[src/rtl/pipe_hazard_ctrl.sv]
// Pipeline hazard sequencer: per-stage enables/flushes for load-use stalls, branch flushes
// and data-memory wait states with timeout, plus saturating stall/flush counters.
module pipe_hazard_ctrl #(
   parameter int unsigned MEM_TIMEOUT = 255,
   parameter int unsigned CNT_W       = 32
) (
   input  logic             clk,
   input  logic             reset,
   input  logic             idex_MemRead,
   input  logic [4:0]       idex_Rt,
   input  logic [4:0]       ifid_Rs,
   input  logic [4:0]       ifid_Rt,
   input  logic             ex_BranchTaken,
   input  logic             exmem_MemRead,
   input  logic             exmem_MemWrite,
   input  logic             dmem_ready,
   output logic             pc_en,
   output logic             ifid_en,
   output logic             idex_en,
   output logic             exmem_en,
   output logic             memwb_en,
   output logic             ifid_flush,
   output logic             idex_flush,
   output logic             exmem_flush,
   output logic             memwb_flush,
   output logic             dmem_req,
   output logic             mem_err,
   output logic [CNT_W-1:0] stall_cycles,
   output logic [CNT_W-1:0] flush_count
);

   localparam int unsigned WC_W = (MEM_TIMEOUT < 2) ? 1 : $clog2(MEM_TIMEOUT);
   localparam bit          TO_EN = (MEM_TIMEOUT != 0);
   localparam logic [WC_W-1:0] WC_LAST = WC_W'(MEM_TIMEOUT - 1);

   typedef enum logic [1:0] {RUN, MEM_WAIT, ERR} state_t;

   state_t            state, state_next;
   logic [WC_W-1:0]   wait_cnt, wait_next;
   logic              mem_acc, load_use, use_prio, flush_evt, stall_evt;

   assign mem_acc  = exmem_MemRead | exmem_MemWrite;
   assign load_use = idex_MemRead & (idex_Rt != 5'd0) &
                     ((idex_Rt == ifid_Rs) | (idex_Rt == ifid_Rt));

   // Next state and combinational stage controls
   always_comb begin
      state_next  = state;
      wait_next   = wait_cnt;
      use_prio    = 1'b0;
      flush_evt   = 1'b0;
      pc_en       = 1'b0;
      ifid_en     = 1'b0;
      idex_en     = 1'b0;
      exmem_en    = 1'b0;
      memwb_en    = 1'b0;
      ifid_flush  = 1'b0;
      idex_flush  = 1'b0;
      exmem_flush = 1'b0;
      memwb_flush = 1'b0;
      dmem_req    = 1'b0;

      case (state)
         RUN: begin
            dmem_req = mem_acc;
            if (mem_acc && !dmem_ready) begin
               state_next = MEM_WAIT;
               wait_next  = WC_W'(1);
            end else begin
               use_prio = 1'b1;
            end
         end
         MEM_WAIT: begin
            dmem_req = 1'b1;
            if (dmem_ready) begin
               use_prio   = 1'b1;
               state_next = RUN;
            end else if (TO_EN && (wait_cnt == WC_LAST)) begin
               state_next = ERR;
            end else begin
               wait_next = wait_cnt + WC_W'(1);
            end
         end
         default: ;
      endcase

      // Branch beats load-use; the load-use bubble holds PC and IF/ID for one cycle
      if (use_prio) begin
         if (ex_BranchTaken) begin
            {pc_en, ifid_en, idex_en, exmem_en, memwb_en} = 5'b11111;
            ifid_flush = 1'b1;
            idex_flush = 1'b1;
            flush_evt  = 1'b1;
         end else if (load_use) begin
            {idex_en, exmem_en, memwb_en} = 3'b111;
            idex_flush = 1'b1;
         end else begin
            {pc_en, ifid_en, idex_en, exmem_en, memwb_en} = 5'b11111;
         end
      end

      if (!reset) begin
         {pc_en, ifid_en, idex_en, exmem_en, memwb_en} = 5'b00000;
         {ifid_flush, idex_flush, exmem_flush, memwb_flush} = 4'b1111;
         dmem_req = 1'b0;
      end
   end

   assign stall_evt = (state != ERR) && !pc_en;

   // State, wait counter, sticky error and performance counters
   always_ff @(posedge clk) begin
      if (!reset) begin
         state        <= RUN;
         wait_cnt     <= '0;
         mem_err      <= 1'b0;
         stall_cycles <= '0;
         flush_count  <= '0;
      end else begin
         state    <= state_next;
         wait_cnt <= wait_next;
         mem_err  <= (state_next == ERR);
         if (stall_evt && (stall_cycles != '1))
            stall_cycles <= stall_cycles + CNT_W'(1);
         if (flush_evt && (flush_count != '1))
            flush_count <= flush_count + CNT_W'(1);
      end
   end

endmodule

[config.mk]
export PLATFORM = sky130hd
export DESIGN_NAME = pipe_hazard_ctrl
export DESIGN_NICKNAME = d
export VERILOG_FILES = /design/src/rtl/pipe_hazard_ctrl.sv
export SDC_FILE = /design/constraint.sdc
export NUM_CORES = 1
export LEC_CHECK = 0
export CAP_MARGIN = 20
export CORE_MARGIN = 3
export CORE_UTILIZATION = 40
export CTS_CLUSTER_DIAMETER = 50
export CTS_CLUSTER_SIZE = 24
export DETAILED_ROUTE_END_ITERATION = 16
export PLACE_DENSITY_LB_ADDON = 0.15
export SYNTH_ARGS = -nofsm -noshare
export SYNTH_HDL_FRONTEND = slang
export SYNTH_SLANG_ARGS = --single-unit
[constraint.sdc]
create_clock -name clk -period 4.06 [get_ports clk]
set_input_delay 0.406 -clock clk [delete_from_list [all_inputs] [get_ports clk]]
set_output_delay 0.406 -clock clk [all_outputs]
set_load 0.05 [all_outputs]
* Word-level counts from Yosys, hierarchy flattened *
Cells that the tools add are included.

cells by class
  bitwise operators = 4
  reductions and logical operators = 10
  equal/unequal tests = 11
  $add $sub $neg = 3
  muxes and demuxes = 27

operators by type and width
  kind                                            count
  adder 32 x 1 -> 32 bit (second input constant)  2
  inequality test 32 bit (second input constant)  2
  2-to-1 mux 8 bit                                3
  2-to-1 mux 1 bit                                17
  one-hot mux 8 bit (2 select lines)              1
  == test 5 bit                                   2
  adder 8 x 1 -> 8 bit (second input constant)    1
  == test 8 bit (second input constant)           1
  inequality test 2 bit (second input constant)   4
  2-to-1 mux 2 bit                                3
  nonzero test 5 bit                              1
  logical AND 1 bit                               4
  one-hot mux 1 bit (2 select lines)              2
  one-hot mux 2 bit (2 select lines)              1
  AND reduction 4 bit                             1
  AND 1 bit                                       2
  == test 2 x 1 -> 1 bit (second input constant)  1
  == test 2 bit (second input constant)           1
  logical NOT 1 bit                               2
  logical NOT 2 bit                               1
  bitwise OR 1 bit                                2
  nonzero test 2 bit                              1

storage, ports and cells
  output and inout bits = 75
  flip-flop bits (word level) = 75
  bits of input ports = 22
  word-level logic and storage cells = 60

* Logic depth before layout (Yosys ltp) *
Gate-level depths: netlist (run 1).

  word-level depth = 10
  gate-level depth with buffers = 9
  depth with buffers taken out = 7

* Worst setup path before layout (run 1) *
OpenSTA, ideal clock, no wires.

  path type = flip-flop to flip-flop
  start point = register stall_cycles[0]
  end point = register stall_cycles[1]
  data required time = 3.907 ns
  arrival = 2.609 ns
  path slack = 1.299 ns
  period minus slack after synthesis = 2.761 ns
  stages on the path, launching flop included = 10
  path through = dfxtp_1 ha_1 nand4_1 or4_4 or3_4 a31oi_4 buf_6 buf_6 mux2i_1 nor2_1

between the ends
  cells in the longest elaborated chain, start to end = 2
  elaborated cells between the ends (all ways) = 3
  classes of those cells = add/sub: 1; eq/ne: 1; reduce/logical: 1

ends and longest elaborated chain
  what                                                            line  source
  start: declaration                                              28    output logic [CNT_W-1:0] stall_cycles,
  start signal: assignment                                        124   stall_cycles <= stall_cycles + CNT_W'(1);
  branches (longest 2 deep; another with adder 32 x 1 -> 32 bit)  --

Parallel ways; which one is timed is not known.
A chain may end at the register's enable or synchronous reset.

* Final worst setup path (run 1) *
  start point = input idex_Rt[4]
  end point = output idex_flush

between the ends
  cells in the longest elaborated chain, start to end = 7
  elaborated cells between the ends (all ways) = 10
  classes of those cells = eq/ne: 2; mux: 4; bitwise: 3; reduce/logical: 1

ends and longest elaborated chain
  what                                                 line    source
  start: declaration                                   10      input logic [4:0] idex_Rt,
  == test 5 bit or nonzero test 5 bit (tied branches)  44, 43
  bitwise OR 1 bit or AND 1 bit (tied branches)        44, 43
  AND 1 bit (*)                                        43      assign load_use = idex_MemRead & (idex_Rt != 5'd0) &
  2-to-1 mux 1 bit (*)                                 94      end else if (load_use) begin
  2-to-1 mux 1 bit (*)                                 89      if (ex_BranchTaken) begin
  2-to-1 mux 1 bit (*)                                 88      if (use_prio) begin
  2-to-1 mux 1 bit (*)                                 102     if (!reset) begin
  end: declaration                                     23      output logic idex_flush,

Every way passes the cells marked *; elsewhere a longest branch is shown, timed or not.

==> results.sh, run 1 <==
export IMPL_drv_cap=0
export IMPL_syn2layout_area_growth_pct=31.6
export IMPL_synthesis_nets=500
export IMPL_postLayoutCellArea_um2=5140
export IMPL_nNetsFinal=586
export IMPL_clock_latency_ns=0.35
export IMPL_htreeDepth=3
export IMPL_place_ws_ns=0.914
export IMPL_die_width_um=105
export IMPL_grt_pass1_wl_mm=16.9
export IMPL_max_slew_margin_rel=0.430
export IMPL_cp_cell_sequence="clkdlybuf4s50_1, xnor2_1, nand3_1, o22ai_1, o211ai_1, o21bai_1, clkdlybuf4s50_1"
export IMPL_cp_common_cell="clkdlybuf4s50_1"
export IMPL_setup_viol=0
export IMPL_synth_area_leaders="dfxtp_1 38%, xnor2_1 5.6%, a21oi_1 5.0%, or3_1 4.3%, nor2_1 4.1%"
export IMPL_yosysTopAreaCellShare=0.385
export IMPL_wl_per_cell_um=14.4
export IMPL_dieHeight_um=105
export IMPL_syn_area_um2=3900
export IMPL_antenna_cells=0
export IMPL_io_buffers=96
export IMPL_final_setup_worst_slack_ns=0.907
export IMPL_rsz0062_at_grt="no"
export IMPL_fillers=906
export IMPL_yosys_register_bits=75
export IMPL_hold_violations=0
export IMPL_grt_pass1_vias=3554
export IMPL_overflow=0
export IMPL_dpl_cell_area_um2=4910
export IMPL_synth_mux_area_frac=0.00545
export IMPL_cp_arrival_ns=2.75
export IMPL_ys_seq_area_frac=0.385
export IMPL_p_leak_nw=1.61
export IMPL_worstSetupStartpoint="idex_Rt[4]"
export IMPL_startpoint_type="input pin"
export IMPL_cts_hold_fix_buffers=0
export IMPL_ys_warnings_count=0
export IMPL_drt_antenna_violating_nets=0
export IMPL_initial_core_util=0.416
export IMPL_die_area_um2=11000
export IMPL_finalClockSkew_ns=0.0131
export IMPL_final_common_cell="clkdlybuf4s50_1"
export IMPL_vias=3813
export IMPL_ir_worst_vdd_v=0.000160
export IMPL_yosys_area_share_simple=0.308
export IMPL_max_stage_delay_ns=0.83
export IMPL_run_status="complete, no violations"
export IMPL_synthAdderAreaFrac=0.0128
export IMPL_cts_tree="built"
export IMPL_root_buffer="clkbuf_8"
export IMPL_critPathMaxFanout=3
export IMPL_finalSetupTns_ns=0
export IMPL_io_pin_count=97
export IMPL_place_gp_congestion=0.792
export IMPL_hpwl_mm=7.38
export IMPL_hp_start="wait_cnt[7]$_SDFFE_PN0P_"
export IMPL_drcViolationCount=0
export IMPL_via_per_inst=5.49
export IMPL_clock_sinks=75
export IMPL_multi_input_comb_area_um2=2220
export IMPL_num_rows=35
export IMPL_clockBufferDepth=2
export IMPL_avgSynthCellArea_um2=8.23
export IMPL_synth_xor_area_frac=0.0898
export IMPL_slew_violations=0
export IMPL_timing_rr_start="stall_cycles[0]$_SDFFE_PN0P_"
export IMPL_crit_type="input pin to primary output"
export IMPL_final_cell_mix="96 x clkdlybuf4s50_1, 75 x dfxtp_1, 43 x nor2_1"
export IMPL_routed_wl_mm=10.0
export IMPL_cts_made_buffers=9
export IMPL_crit_path_end_kind="primary output"
export IMPL_netlist_instances=474
export IMPL_cpLargestDelayFamily="buffers and inverters"
export IMPL_grt_use_total=0.182
export IMPL_clk_pin_slew_ns=0.07
export IMPL_period_share=0.777
export IMPL_post_cts_setup_buffers=0
export IMPL_synth_top_area_cell="dfxtp_1"
export IMPL_cts_resized=0
export IMPL_drive_gt1_frac=0.0531
export IMPL_crit_required_ns=3.65
export IMPL_max_freq_mhz=317
export IMPL_crit_slowest_cell="clkdlybuf4s50_1"
export IMPL_synthArstFlopShare=0
export IMPL_synth_top_flop_cell="dfxtp_1"
export IMPL_antenna_found_initial=0
export IMPL_synth_top_family_by_area="simple AND/OR/NAND/NOR gates"
export IMPL_final_min_clock_period_ns=3.15
export IMPL_synth_edf_count=0
export IMPL_synth_compound_area_frac=0.153
export IMPL_p_per_area_nw_per_um2=304
export IMPL_ff_latch_area_um2=1500
export IMPL_drt_iter0_drc=155
export IMPL_ys_types=51
export IMPL_coreArea_um2=9370
export IMPL_crit_buf_inv=2
export IMPL_tightestPinTransition_ns=0.851
export IMPL_grt_max_degree=52
export IMPL_min_path_type="flip-flop to flip-flop"
export IMPL_first_pass_iters=5
[cells in the mapped netlist (4+ instances only)]
cell type,instances
and4_1,10
nand4_1,18
xnor2_1,25
nand2_1,32
a21oi_1,39
nor4_1,9
ha_1,4
nor3_1,10
o31ai_1,8
o21ai_0,14
clkbuf_1,13
buf_6,4
or4_1,8
nand3_1,28
or3_1,27
and3_1,14
nor2_1,43
nor4b_1,4
buf_4,4
o21ai_1,17
dfxtp_1,75
xor2_1,15
inv_1,11
[path summary, 6_finish.rpt]
kind | endpoint | slack (ns) | depth (start not counted)
min reg2reg | wait_cnt[7]$_SDFFE_PN0P_ | 0.49 | 2
min | wait_cnt[7]$_SDFFE_PN0P_ | 0.49 | 2
max | idex_flush | 0.91 | 7
max reg2reg | stall_cycles[1]$_SDFFE_PN0P_ | 1.40 | 8
[report_power, final]
group / internal (mW) / leakage, nW / switching, mW / total (mW)
combinational: 0.0614 / 0.897 / 0.102 / 0.163
clock: 0.363 / 0.108 / 0.284 / 0.647
sequential: 0.742 / 0.605 / 0.0102 / 0.752
total: 1.17 / 1.61 / 0.396 / 1.56
[state kept, by name, summed over array words and instances (netlist names)]
signal        count
flush_count      32
mem_err           1
stall_cycles     32
state             2
wait_cnt          8
[cells by family after synthesis]
logic type,after synthesis
AND/OR/NAND/NOR,219
AO/OA/AOI/OAI,99
flip-flops,75
XOR/XNOR,40
buffers and inverters,35
adder cells (fa/ha/maj),4
multiplexers,2
[worst reg2reg max path, cell delays in order, from the launching register on]
cell and delay (ns):
dfxtp_1 0.42, ha_1 0.25, nand4_1 0.16, or4_4 0.47, or3_4 0.36, a31oi_4 0.17, buf_4 0.41, mux2i_1 0.25
nor2_1 0.05
[final cells by class]
| class | instances | area share |
|---|---|---|
| multi-input cells | 364 | 0.433 |
| clock buffers | 10 | 0.0268 |
| well taps | 129 | 0.0314 |
| repair buffers | 99 | 0.191 |
| inverters | 11 | 0.00804 |
| clock inverters | 6 | 0.0173 |
| flip-flops and latches | 75 | 0.292 |
[per-stage QoR]
| stage | cells | power (mW) | util | hold slack (ns) |
|---|---|---|---|---|
| after detailed placement | 678 | 0.934 | 0.524 | 0.483 |
| after floorplan | 474 | 0.876 | - | 0.454 |
| after CTS | 694 | 1.59 | 0.548 | 0.494 |
| final | 694 | 1.56 | 0.548 | 0.492 |
| after global placement | 678 | 0.931 | 0.524 | 0.462 |
| after global routing | 694 | 1.63 | 0.548 | 0.514 |
[metal layers]
layer | routed length [um] | vias up | share of wire | track usage
li1 | - | 1906 | - | -
met1 | 4600 | 1820 | 0.46 | 0.234
met2 | 4900 | 81 | 0.49 | 0.310
met3 | 440 | 6 | 0.044 | 0.0451
met4 | 78 | 0 | 0.0078 | 0.0375
met5 | 0 | - | 0 | 0
Note: power is estimated with default switching activity, not from simulation.
==> run 2: changes to the inputs <==
==> constraint.sdc (replaced) <==
create_clock -name clk -period 2.5 [get_ports clk]
set_input_delay 0.25 -clock clk [delete_from_list [all_inputs] [get_ports clk]]
set_output_delay 0.25 -clock clk [all_outputs]
set_load 0.05 [all_outputs]
==> run 2 against run 1 <==
Against the previous run:
- clock-buffer cell count is the same
- cell area grew 5.2%
- sequential power grew 62%
- die area is the same
==> results.sh, run 2 (synthesis gave the netlist of run 1 again) <==
export IMPL_run_status="complete, no violations"
export IMPL_clock_sinks=75
export IMPL_clockBufferDepth=2
export IMPL_max_slew_margin_rel=0.617
export IMPL_io_buffers=96
export IMPL_antenna_cells=0
export IMPL_slew_violations=0
export IMPL_r2r_end="stall_cycles[1]$_SDFFE_PN0P_"
export IMPL_crit_required_ns=2.73
export IMPL_period_share=0.933
export IMPL_holdPathEnd="stall_cycles[15]$_SDFFE_PN0P_"
export IMPL_startpoint_type="flip-flop"
export IMPL_place_gp_congestion=0.790
export IMPL_r2r_slack_ns=0.17
export IMPL_routed_wl_mm=10.3
export IMPL_grt_pass1_wl_mm=17.4
export IMPL_drt_iter0_drc=138
export IMPL_die_width_um=105
export IMPL_drcViolationCount=0
export IMPL_num_rows=35
export IMPL_hpwl_mm=7.47
export IMPL_max_freq_mhz=429
export IMPL_coreArea_um2=9370
export IMPL_dieHeight_um=105
export IMPL_htreeDepth=3
export IMPL_rsz0062_at_grt="no"
export IMPL_holdPathStages=2
export IMPL_clock_latency_ns=0.35
export IMPL_fillers=880
export IMPL_grt_use_total=0.187
export IMPL_drive_gt1_frac=0.126
export IMPL_clk_pin_slew_ns=0.08
export IMPL_crit_type="flip-flop to flip-flop"
export IMPL_finalSetupTns_ns=0
export IMPL_final_cell_mix="86 x clkdlybuf4s50_1, 58 x dfxtp_1, 43 x nor2_1"
export IMPL_hp_start="stall_cycles[15]$_SDFFE_PN0P_"
export IMPL_die_area_um2=11000
export IMPL_drv_cap=0
export IMPL_antenna_found_initial=0
export IMPL_r2r_cells=8
export IMPL_wl_per_cell_um=14.5
export IMPL_tightestPinTransition_ns=0.570
export IMPL_p_per_area_nw_per_um2=479
export IMPL_crit_path_end_kind="flip-flop"
export IMPL_cp_arrival_ns=2.56
export IMPL_root_buffer="clkbuf_8"
export IMPL_syn2layout_area_growth_pct=38.4
export IMPL_final_min_clock_period_ns=2.33
export IMPL_final_common_cell="clkdlybuf4s50_1"
export IMPL_nNetsFinal=601
export IMPL_ir_worst_vdd_v=0.000306
export IMPL_initial_core_util=0.416
export IMPL_overflow=0
export IMPL_cts_made_buffers=9
export IMPL_p_leak_nw=1.77
export IMPL_cts_tree="built"
export IMPL_vias=3890
export IMPL_hold_violations=0
export IMPL_multi_input_comb_area_um2=2230
export IMPL_power_mw=2.59
export IMPL_min_path_type="flip-flop to flip-flop"
export IMPL_grt_pass1_vias=3691
export IMPL_first_pass_iters=4
export IMPL_finalClockSkew_ns=0.00966
export IMPL_grt_max_degree=68
export IMPL_timing_rr_start="stall_cycles[0]$_SDFFE_PN0P_"
export IMPL_io_pin_count=97
export IMPL_drt_antenna_violating_nets=0
export IMPL_critPathMaxFanout=50
export IMPL_via_per_inst=5.49
export IMPL_top_regs="flush_count (32), stall_cycles (32), wait_cnt (8)"
export IMPL_post_cts_setup_buffers=0
export IMPL_ff_latch_area_um2=1530
export IMPL_setup_viol=0
-- run 2: changes by cell type in the layout (fill, tap and decap cells not counted), sizes merged --
cell	change
buf	+25
clkdlybuf4s50	-10
clkinv	+1
clkinvlp	-2
inv	+1
-- run 2: worst max-delay path: stages, from the launching register on --
cell	delay, ns
dfxtp_4	0.38
ha_1	0.18
nand4_1	0.13
or4_4	0.46
or3_4	0.36
a31oi_4	0.21
buf_12	0.23
mux2i_1	0.21
nor2_1	0.05
-- run 2: per-stage QoR --
step / setup slack [ns] / std cells / hold slack (ns) / cell area, um2 / util
after floorplan: 0.00331 / 474 / 0.436 / 3930 / -
after global placement: 0.134 / 693 / 0.465 / 5170 / 0.552
after detailed placement: 0.0837 / 693 / 0.482 / 5170 / 0.552
after CTS: 0.0446 / 709 / 0.496 / 5400 / 0.576
after global routing: 0.0137 / 709 / 0.516 / 5400 / 0.577
final: 0.167 / 709 / 0.494 / 5400 / 0.577
-- run 2: metal layers --
layer | wire length (um) | share of wire | vias to the layer above | global-route usage
li1 | - | - | 1928 | -
met1 | 4640 | 0.45 | 1850 | 0.233
met2 | 5010 | 0.49 | 103 | 0.327
met3 | 537 | 0.052 | 9 | 0.0488
met4 | 78 | 0.0076 | 0 | 0.0366
met5 | 0 | 0 | - | 0
-- run 2: area by class of cell --
| type | count | area share |
|---|---|---|
| Timing Repair Buffer | 114 | 0.226 |
| Multi-Input combinational cell | 364 | 0.412 |
| Tap cell | 129 | 0.0299 |
| Clock buffer | 10 | 0.0255 |
| Clock inverter | 6 | 0.0162 |
| Inverter | 11 | 0.00764 |
| Sequential cell | 75 | 0.283 |
-- run 2: where the power goes --
group / switching, mW / leakage (nW) / internal [mW]
Clock: 0.462 / 0.117 / 0.591
Sequential: 0.0171 / 0.614 / 1.21
Combinational: 0.175 / 1.03 / 0.137
Total: 0.653 / 1.77 / 1.93
-- run 2: how the worst max path moves through the flow --
stage / start / endpoint / slack (ns) / cells after the start
4_1_cts: state[0]$_SDFF_PN0_ / idex_flush / 0.04 / 7
3_3_place_gp: idex_Rt[1] / stall_cycles[1]$_SDFFE_PN0P_ / 0.13 / 7
6_report: stall_cycles[0]$_SDFFE_PN0P_ / stall_cycles[1]$_SDFFE_PN0P_ / 0.17 / 8
2_1_floorplan: stall_cycles[11]$_SDFFE_PN0P_ / stall_cycles[1]$_SDFFE_PN0P_ / 0.003 / 8
5_1_grt: flush_count[0]$_SDFFE_PN0P_ / flush_count[14]$_SDFFE_PN0P_ / 0.01 / 7
3_5_place_dp: idex_Rt[1] / stall_cycles[1]$_SDFFE_PN0P_ / 0.08 / 7
-- run 2: repair_timing --
item                                    CTS  global route
hold buffers                              0             0
endpoints found under the setup margin    0             1
resized for setup                         0             2
==> run 3: changes to the inputs <==
--- a/config.mk
+++ b/config.mk
@@ -7,7 +7,7 @@
 export LEC_CHECK = 0
 export CAP_MARGIN = 20
 export CORE_MARGIN = 3
-export CORE_UTILIZATION = 40
+export CORE_UTILIZATION = 45
 export CTS_CLUSTER_DIAMETER = 50
 export CTS_CLUSTER_SIZE = 24
 export DETAILED_ROUTE_END_ITERATION = 16
==> run 3 against run 2 <==
Against the previous run:
- cell count decreased by 3.7%
- critical path depth decreased by 2
- clock power decreased by 23%
- wire length decreased by 2.1%
- first-iteration DRC count increased by 14%
- sequential power about the same
==> results.sh, run 3 (synthesis gave the netlist of run 1 again) <==
export IMPL_run_status="complete, no violations"
export IMPL_drt_iter0_drc=158
export IMPL_max_slew_margin_rel=0.655
export IMPL_p_per_area_nw_per_um2=442
export IMPL_final_common_cell="clkdlybuf4s50_1"
export IMPL_htreeDepth=3
export IMPL_num_rows=33
export IMPL_critPathMaxFanout=7
export IMPL_gr_usage_met3=0.0498
export IMPL_grt_pass1_wl_mm=16.9
export IMPL_clock_sinks=75
export IMPL_clockBufferDepth=2
export IMPL_via_per_inst=5.62
export IMPL_cp_cell_sequence="nor3_2, o21ai_1, or2_0, nand2_1, o21bai_1, buf_12"
export IMPL_drcViolationCount=0
export IMPL_max_freq_mhz=426
export IMPL_cpLargestDelayFamily="simple AND/OR/NAND/NOR gates"
export IMPL_grt_util_met1=0.269
export IMPL_drive_gt1_frac=0.119
export IMPL_antenna_found_initial=0
export IMPL_io_buffers=96
export IMPL_max_stage_delay_ns=0.38
export IMPL_drt_antenna_violating_nets=0
export IMPL_top_regs="flush_count (32), stall_cycles (32), wait_cnt (8)"
export IMPL_nNetsFinal=599
export IMPL_cts_tree="built"
export IMPL_grt_use_total=0.207
export IMPL_root_buffer="clkbuf_8"
export IMPL_setup_viol=0
export IMPL_crit_required_ns=2.25
export IMPL_syn2layout_area_growth_pct=35.7
export IMPL_grt_pass1_vias=3608
export IMPL_crit_slowest_cell="dfxtp_1"
export IMPL_fillers=736
export IMPL_rsz0062_at_grt="no"
export IMPL_crit_buf_inv=1
export IMPL_die_width_um=99.1
export IMPL_finalSetupTns_ns=0
export IMPL_hpwl_mm=7.43
export IMPL_vias=3841
export IMPL_p_leak_nw=1.72
export IMPL_cts_made_buffers=9
export IMPL_overflow=0
export IMPL_period_share=0.940
export IMPL_tightestPinTransition_ns=0.516
export IMPL_first_pass_iters=4
export IMPL_drv_cap=0
export IMPL_wl_per_cell_um=14.7
export IMPL_finalClockSkew_ns=0.0137
export IMPL_hold_violations=0
export IMPL_post_cts_setup_buffers=0
export IMPL_coreArea_um2=8300
export IMPL_startpoint_type="flip-flop"
export IMPL_dieHeight_um=99.1
export IMPL_use_met2=0.342
export IMPL_crit_type="flip-flop to primary output"
export IMPL_initial_core_util=0.470
export IMPL_place_gp_congestion=0.799
export IMPL_clk_pin_slew_ns=0.09
export IMPL_power_mw=2.34
export IMPL_die_area_um2=9830
export IMPL_final_cell_mix="86 x clkdlybuf4s50_1, 58 x dfxtp_1, 42 x nor2_1"
export IMPL_io_pin_count=97
export IMPL_final_min_clock_period_ns=2.35
export IMPL_clock_latency_ns=0.36
export IMPL_r2r_slack_ns=0.18
export IMPL_antenna_cells=0
export IMPL_routed_wl_mm=10.1
export IMPL_grt_max_degree=68
export IMPL_crit_path_end_kind="primary output"
export IMPL_ir_worst_vdd_v=0.000242
export IMPL_min_path_type="flip-flop to flip-flop"
export IMPL_top_usage_layer="met2"
export IMPL_cp_arrival_ns=2.10
export IMPL_slew_violations=0
-- run 3: changes by cell type in the layout (fill, tap and decap cells not counted) --
| cell | delta |
|---|---|
| clkbuf_8 | -1 |
| inv_6 | -1 |
| clkinvlp_4 | +1 |
| nor2_2 | +1 |
| or2_4 | -1 |
| clkbuf_1 | +2 |
| buf_4 | -2 |
| clkinv_2 | +1 |
| nor2_1 | -1 |
| bufinv_16 | -2 |
| or2_0 | +1 |
-- run 3: path summary, 6_finish.rpt --
| path | start | end | depth (start not counted) |
|---|---|---|---|
| max | state[0]$_SDFF_PN0_ | idex_flush | 6 |
| min | stall_cycles[15]$_SDFFE_PN0P_ | stall_cycles[15]$_SDFFE_PN0P_ | 2 |
| max reg2reg | stall_cycles[1]$_SDFFE_PN0P_ | stall_cycles[1]$_SDFFE_PN0P_ | 8 |
| min reg2reg | stall_cycles[15]$_SDFFE_PN0P_ | stall_cycles[15]$_SDFFE_PN0P_ | 2 |
-- run 3: final cells by class --
class / count / area [um2] / area share
multi-input cells: 364 / 2230 / 0.420
flip-flops and latches: 75 / 1530 / 0.289
repair buffers: 112 / 1210 / 0.228
clock buffers: 11 / 131 / 0.0248
well taps: 105 / 131 / 0.0248
inverters: 11 / 41.3 / 0.00780
clock inverters: 5 / 31.3 / 0.00591
-- run 3: metrics by stage --
stage,util,instances,instance area (um2),hold WS (ns),setup slack [ns]
floorplan,-,474,3930,0.436,0.00331
global placement,0.618,667,5130,0.463,0.123
detailed placement,0.618,667,5130,0.480,0.0654
CTS,0.638,683,5290,0.493,0.108
global route,0.638,683,5300,0.518,0.000527
finish,0.638,683,5300,0.491,0.151
-- run 3: report_power, final --
group / internal [mW] / switching (mW)
sequential: 1.21 / 0.0169
combinational: 0.134 / 0.174
clock: 0.358 / 0.452
-- run 3: per-layer routing --
| layer | routed length (um) | up-vias |
|---|---|---|
| met1 | 4480 | 1781 |
| met2 | 4890 | 106 |
| met5 | 0 | - |
| li1 | - | 1939 |
| met4 | 125 | 0 |
| met3 | 566 | 15 |
-- run 3: what timing repair did --
| action | CTS | global route |
|---|---|---|
| endpoints found under the setup margin | 0 | 2 |
| gates resized for setup | 0 | 1 |
| hold buffers | 0 | 0 |
-- run 3: worst reg2reg max path, delay by kind of cell, from the launching register on --
family,cells,cell delay (ns)
buffers and inverters,1,0.23
adders and majority gates,1,0.18
muxes,1,0.22
and+or+nand+nor,4,1.00
AOI/OAI and AO/OA,1,0.21
DFF,1,0.38
